[src/rtl/cla_wide_add_seq_pkg.sv]
// Shared ALU package for the wide-add sequencer: sequencer state encoding
// and the width of the single adder slice that is reused every cycle.
package cla_wide_add_seq_pkg;

  localparam int SLICE_W = 64;

  typedef enum logic [1:0] {
    IDLE = 2'd0,
    RUN  = 2'd1,
    DONE = 2'd2
  } state_e;

endpackage

[src/rtl/cla_wide_add_seq_cla64.sv]
// 64-bit carry-look-ahead adder (CLA_64Bit_Adder role). Two lookahead levels:
// 4-bit groups and 16-bit super-groups. The super-group carries resolve first,
// then the group carries, then the bit carries.
module cla_wide_add_seq_cla64
  import cla_wide_add_seq_pkg::*;
(
  input  logic [SLICE_W-1:0] a,
  input  logic [SLICE_W-1:0] b,
  input  logic               cin,
  output logic [SLICE_W-1:0] sum,
  output logic               cout
);

  logic [63:0] g_s;
  logic [63:0] p_s;
  logic [15:0] gg_s;
  logic [15:0] gp_s;
  logic [3:0]  sg_s;
  logic [3:0]  sp_s;
  logic [4:0]  sc_s;
  logic [15:0] gc_s;
  logic [63:0] c_s;

  // Generate/propagate tree and carry resolution for the whole 64-bit slice.
  always_comb begin
    g_s  = a & b;
    p_s  = a ^ b;
    gg_s = 16'd0;
    gp_s = 16'd0;
    sg_s = 4'd0;
    sp_s = 4'd0;
    sc_s = 5'd0;
    gc_s = 16'd0;
    c_s  = 64'd0;

    // Level 1: 4-bit group generate/propagate.
    for (int i = 0; i < 16; i++) begin
      gg_s[i] = g_s[4*i+3]
              | (p_s[4*i+3] & g_s[4*i+2])
              | (p_s[4*i+3] & p_s[4*i+2] & g_s[4*i+1])
              | (p_s[4*i+3] & p_s[4*i+2] & p_s[4*i+1] & g_s[4*i]);
      gp_s[i] = &p_s[4*i +: 4];
    end

    // Level 2: 16-bit super-group generate/propagate.
    for (int j = 0; j < 4; j++) begin
      sg_s[j] = gg_s[4*j+3]
              | (gp_s[4*j+3] & gg_s[4*j+2])
              | (gp_s[4*j+3] & gp_s[4*j+2] & gg_s[4*j+1])
              | (gp_s[4*j+3] & gp_s[4*j+2] & gp_s[4*j+1] & gg_s[4*j]);
      sp_s[j] = &gp_s[4*j +: 4];
    end

    // Super-group carries.
    sc_s[0] = cin;
    for (int j = 0; j < 4; j++) begin
      sc_s[j+1] = sg_s[j] | (sp_s[j] & sc_s[j]);
    end

    // Group carries inside each super-group.
    for (int j = 0; j < 4; j++) begin
      gc_s[4*j] = sc_s[j];
      for (int m = 0; m < 3; m++) begin
        gc_s[4*j+m+1] = gg_s[4*j+m] | (gp_s[4*j+m] & gc_s[4*j+m]);
      end
    end

    // Bit carries inside each 4-bit group.
    for (int i = 0; i < 16; i++) begin
      c_s[4*i] = gc_s[i];
      for (int m = 0; m < 3; m++) begin
        c_s[4*i+m+1] = g_s[4*i+m] | (p_s[4*i+m] & c_s[4*i+m]);
      end
    end
  end

  assign sum  = p_s ^ c_s;
  assign cout = sc_s[4];

endmodule

[src/rtl/cla_wide_add_seq.sv]
// Wide adder sequencer: computes WIDTH-bit A+B (optionally A-B) by reusing one
// 64-bit CLA over WIDTH/64 slices, one slice per cycle, with the carry kept in
// a register between slices. Valid/ready handshake on input and output.
// Optional feature macro: WIDE_ADD_SUB_EN (adds the Sub port; subtract latches
// ~B and starts with carry 1). Without it, only addition is supported.
module cla_wide_add_seq
  import cla_wide_add_seq_pkg::*;
#(
  parameter int WIDTH = 256
) (
  input  logic             Clk,
  input  logic             Rst,
  input  logic             InValid,
  output logic             InReady,
  input  logic [WIDTH-1:0] A,
  input  logic [WIDTH-1:0] B,
`ifdef WIDE_ADD_SUB_EN
  input  logic             Sub,
`endif
  output logic             OutValid,
  input  logic             OutReady,
  output logic [WIDTH-1:0] S,
  output logic             CO
);

  localparam int N     = WIDTH / SLICE_W;
  localparam int IDX_W = $clog2(N);
  localparam logic [IDX_W-1:0] LAST_IDX = IDX_W'(N - 1);

  state_e                    state_r;
  logic [N-1:0][SLICE_W-1:0] a_r;
  logic [N-1:0][SLICE_W-1:0] b_r;
  logic [N-1:0][SLICE_W-1:0] s_r;
  logic                      carry_r;
  logic [IDX_W-1:0]          idx_r;
  logic                      co_r;
  logic                      out_valid_r;

  logic                      sub_s;
  logic [WIDTH-1:0]          b_latch_s;
  logic                      in_ready_s;
  logic                      accept_s;
  logic [SLICE_W-1:0]        a_slice_s;
  logic [SLICE_W-1:0]        b_slice_s;
  logic [SLICE_W-1:0]        sum_s;
  logic                      cout_s;

  // Operation select and the B value to capture at accept (inverted for subtract).
  always_comb begin
`ifdef WIDE_ADD_SUB_EN
    sub_s = Sub;
`else
    sub_s = 1'b0;
`endif
    if (sub_s) begin
      b_latch_s = ~B;
    end else begin
      b_latch_s = B;
    end
  end

  // Request acceptance: free when idle, or when the held result leaves this cycle.
  always_comb begin
    if (Rst) begin
      in_ready_s = 1'b0;
    end else if (state_r == IDLE) begin
      in_ready_s = 1'b1;
    end else if (state_r == DONE) begin
      in_ready_s = OutReady;
    end else begin
      in_ready_s = 1'b0;
    end
    accept_s = InValid && in_ready_s;
  end

  // Route the current slice of the latched operands to the shared adder.
  always_comb begin
    a_slice_s = a_r[idx_r];
    b_slice_s = b_r[idx_r];
  end

  cla_wide_add_seq_cla64 u_cla64 (
    .a    (a_slice_s),
    .b    (b_slice_s),
    .cin  (carry_r),
    .sum  (sum_s),
    .cout (cout_s)
  );

  // Sequencer FSM: latch at accept, one slice per RUN cycle, hold in DONE.
  always_ff @(posedge Clk) begin
    if (Rst) begin
      state_r     <= IDLE;
      a_r         <= '0;
      b_r         <= '0;
      s_r         <= '0;
      carry_r     <= 1'b0;
      idx_r       <= '0;
      co_r        <= 1'b0;
      out_valid_r <= 1'b0;
    end else begin
      case (state_r)
        IDLE: begin
          if (accept_s) begin
            a_r     <= A;
            b_r     <= b_latch_s;
            carry_r <= sub_s;
            idx_r   <= '0;
            state_r <= RUN;
          end
        end
        RUN: begin
          s_r[idx_r] <= sum_s;
          carry_r    <= cout_s;
          if (idx_r == LAST_IDX) begin
            co_r        <= cout_s;
            out_valid_r <= 1'b1;
            state_r     <= DONE;
          end else begin
            idx_r <= idx_r + IDX_W'(1);
          end
        end
        DONE: begin
          if (OutReady) begin
            out_valid_r <= 1'b0;
            if (accept_s) begin
              a_r     <= A;
              b_r     <= b_latch_s;
              carry_r <= sub_s;
              idx_r   <= '0;
              state_r <= RUN;
            end else begin
              state_r <= IDLE;
            end
          end
        end
        default: begin
          state_r     <= IDLE;
          out_valid_r <= 1'b0;
        end
      endcase
    end
  end

  assign InReady  = in_ready_s;
  assign OutValid = out_valid_r;
  assign S        = s_r;
  assign CO       = co_r;

endmodule

[config.mk]
export PLATFORM = sky130hd
export DESIGN_NAME = cla_wide_add_seq
export DESIGN_NICKNAME = d
export VERILOG_FILES = /design/src/rtl/cla_wide_add_seq_pkg.sv /design/src/rtl/cla_wide_add_seq_cla64.sv /design/src/rtl/cla_wide_add_seq.sv
export SDC_FILE = /design/constraint.sdc
export NUM_CORES = 2
export LEC_CHECK = 0
export BUFFER_PORTS_ARGS = -buffer_cell sky130_fd_sc_hd__buf_4
export CORE_MARGIN = 1
export CORE_UTILIZATION = 25
export CTS_CLUSTER_SIZE = 8
export DETAILED_ROUTE_END_ITERATION = 12
export GPL_TIMING_DRIVEN = 0
export SLEW_MARGIN = 40
export SYNTH_ARGS = -nofsm -noshare
export SYNTH_HDL_FRONTEND = slang
export SYNTH_HIERARCHICAL = 1
export SYNTH_SLANG_ARGS = --single-unit
[constraint.sdc]
create_clock -name Clk -period 14.07 [get_ports Clk]
set_input_delay 2.1105 -clock Clk [delete_from_list [all_inputs] [get_ports Clk]]
set_output_delay 2.1105 -clock Clk [all_outputs]
set_load 0.05 [all_outputs]
==> impl_metrics.py <==
metrics = {
    "critical_path": {
        "cp_cell_sequence": "buf_2, clkbuf_2, clkbuf_2, mux4_2, ha_1, a21oi_1, o21ai_0, a2111oi_0, nor2_1, o31ai_1, o21ai_0, fa_1, fa_1, fa_1, xor2_1, nand2_1, a21oi_1",
        "cpMostUsedCell": "fa_1",
        "critPathMaxFanout": 10,
        "critPathBufInv": 3,
        "cpLargestDelayFamily": "compound AO/OA/AOI/OAI gates",
        "critPathCaptureType": "flop",
        "slowest_stage": "a2111oi_0",
        "cp.required_ns": 14.70,
        "start_kind": "flop",
        "cp.arrival_ns": 8.62,
        "critical_path.max_stage_delay_ns": 0.77,
        "critPathKind": "reg2reg",
    },
    "synthesis": {
        "netlist_top_cells_area": "dfxtp_1, mux2_4, nor2b_1",
        "synth_mux_area_share_pct": 28.35,
        "synth_ff_type": "dfxtp_1",
        "ys_seq_elements": 775,
        "syn_avg_cell_area_um2": 11.24,
        "synth-simple-area-share_pct": 15.21,
        "synth_top_area_share_pct": 42.25,
        "synth-xor-area-share_pct": 0.3816,
        "synth_top_family_by_area": "multiplexers",
        "synth_nets": 3899,
        "ys_warn_count": 6,
        "synth_fa_ha_area_share_pct": 4.934,
        "ys_types": 53,
        "syn_area_um2": 36720,
        "synth_cells": 3267,
        "synth_top_area_cell": "dfxtp_1",
        "synth_edf_count": 0,
        "synth-async-reset-ratio_pct": 0,
        "synth_seq_area_share_pct": 42.25,
        "synth-compound-area-share_pct": 4.835,
    },
    "drt": {
        "vias": 28390,
        "first_pass_iters": 5,
        "antenna_left": 0,
        "drt_iter0_markers": 1627,
        "viasPerCell": 4.632,
        "drc": 0,
        "avgRoutedWirePerCell_um": 26.68,
        "wirelength_um": 163500,
    },
    "sta": {
        "skew_ns": 0.04670,
        "min_period_ns": 7.992,
        "setup_viol": 0,
        "fmax_ghz": 0.1251,
        "finalCritPeriodShare_pct": 56.80,
        "max-slew-margin-rel_pct": 37.28,
        "rsz0062_at_grt": "no",
        "fin_tns_setup_ns": 0,
        "report.final.slew_viol_count": 0,
        "tightestPinTransition_ns": 0.9341,
        "finalHoldViolCount": 0,
    },
    "layout": {
        "drive_gt1_share_pct": 40.33,
        "fin_nets": 4802,
        "fill_cells": 14750,
        "final_common_cell": "buf_4",
        "area_growth_pct": 32.35,
        "final_cell_area_um2": 48600,
        "fin_util_pct": 33.35,
        "layout_common_cells": "buf_4, dfxtp_1, nand2_1, nor2b_1, mux2_4",
    },
    "floorplanning": {
        "core-area_um2": 145700,
        "die_x_um": 385.3,
        "io_pins": 775,
        "design.die.area_um2": 148400,
        "initial_core_util_pct": 25.20,
        "num_rows": 140,
        "die_y_um": 385.3,
    },
    "pwr": {
        "pwr-share-seq_pct": 39.1,
        "irDropWorstVdd_mv": 0.08807,
        "power.switching_mw": 1.781,
        "switching_share_pct": 28.94,
        "pwr-share-clk_pct": 41.8,
        "p_total_mw": 6.154,
        "powerDensity_nw_per_um2": 126.6,
        "leakage_nw": 21.42,
        "combPwrFrac_pct": 19.1,
        "internal_power_mw": 4.373,
    },
    "cts": {
        "cts-root-buf": "clkbuf_16",
        "holdBufCountCts": 0,
        "cts-buffers-inserted": 112,
        "post_cts_buffers": 0,
        "tritoncts": "built",
        "clock_latency_ns": 0.76,
        "clkTransAtPathRegs_ns": 0.07,
        "cts_sinks": 775,
        "cts_resized": 0,
        "htree_levels": 3,
        "cts_buffer_depth": 3,
    },
    "grt": {
        "gr-total-overflow": 0,
        "grt_usage_pct": 21.51,
        "grt_pass1_vias": 29600,
        "antenna_found_initial": 36,
        "grt_max_degree": 16,
        "grt_pass1_wl_um": 223000,
    },
    "placed_design": {
        "gp_congestion": 0.8933,
        "dpl_cell_area_um2": 45390,
        "io_buffers": 773,
        "hpwl_um": 130500,
    },
    "min_path": {
        "hold_class": "reg2reg",
    },
    "job": {
        "cap_violations": 0,
    },
    "outcome": {
        "status": "completed",
    },
}
-- kinds of logic after synthesis --
group                      count (synthesis)
xor gates and xnor gates                  16
AOI/OAI and AO/OA                        332
buffers and inverters                    282
muxes                                    640
adders and majority gates                116
DFF                                      775
and+or+nand+nor                         1106
-- per-layer routing --
layer | track usage (%) | up-vias | routed length [um]
met3 | 4.865 | 332 | 11080
met5 | 0 | - | 121
met2 | 35.84 | 1089 | 77020
met4 | 9.428 | 18 | 7143
met1 | 26.42 | 14090 | 68120
li1 | - | 12860 | -
-- through the flow --
stage / hold WS (ns) / worst slack (ns) / instances
after CTS: 0.4543 / 6.031 / 6110
after detailed placement: 0.4470 / 6.111 / 5973
after floorplan: 0.4795 / 8.062 / 3267
final: 0.4523 / 6.078 / 6129
after global routing: 0.4703 / 5.788 / 6119
after global placement: 0.4430 / 4.579 / 5957
-- cells in the mapped netlist (4+ instances only) --
master	instances
dfxtp_1	775
nand2_1	531
nor2b_1	515
mux2_4	469
a21oi_1	285
clkbuf_1	130
mux4_2	128
ha_1	68
buf_6	52
inv_1	50
fa_1	48
mux2_2	43
buf_1	25
buf_2	23
nor2_1	17
o21ai_0	15
a21o_1	9
nand4_1	9
xnor2_1	9
nand3b_1	8
xor2_1	7
a211oi_1	5
and3b_1	4
nand2b_1	4
nor3_1	4
-- flip-flops by register name, summed over array words and instances (netlist names) --
register and count:
a_r 256, OutValid 1, state_r 2, CO 1, b_r 256, idx_r 2
carry_r 1, S 256
-- power groups by stage --
stage          Clock, mW  Combinational (mW)  Sequential [mW]
5_1_grt             2.70                1.23             2.42
4_1_cts             2.62                1.18             2.40
2_1_floorplan          0               0.593             2.51
6_report            2.57                1.18             2.41
3_3_place_gp           0                1.14             2.44
3_5_place_dp           0                1.17             2.45
-- cell type report --
class,count,area [um^2],share of cell area [%]
Timing Repair Buffer,789,6198,12.75
Buffer,232,1348,2.773
Clock buffer,120,2894,5.955
Sequential cell,775,15510,31.92
Antenna cell,19,47.55,0.09783
Clock inverter,17,262.8,0.5407
Multi-Input combinational cell,2210,19750,40.63
Tap cell,1917,2399,4.935
Inverter,50,187.7,0.3862
-- worst reg2reg max path: stages (launching register included) --
cell	delay, ns
dfxtp_1	0.59
buf_2	0.64
clkbuf_2	0.51
clkbuf_2	0.48
mux4_2	0.44
ha_1	0.36
a21oi_1	0.17
o21ai_0	0.22
a2111oi_0	0.77
nor2_1	0.30
o31ai_1	0.58
o21ai_0	0.45
fa_1	0.52
fa_1	0.40
fa_1	0.39
xor2_1	0.76
nand2_1	0.11
a21oi_1	0.18
-- path summary, 6_finish.rpt --
kind	end	depth (start not counted)	slack [ns]	startpoint
worst max-delay path	S[51]$_SDFFE_PP0P_	17	6.08	idx_r[1]$_SDFFE_PP0P_
worst min-delay path	S[104]$_SDFFE_PP0P_	2	0.45	S[104]$_SDFFE_PP0P_
worst max register to register	S[51]$_SDFFE_PP0P_	17	6.08	idx_r[1]$_SDFFE_PP0P_
worst min register to register	S[104]$_SDFFE_PP0P_	2	0.45	S[104]$_SDFFE_PP0P_
No activity file was read; power rests on OpenSTA's default activity.
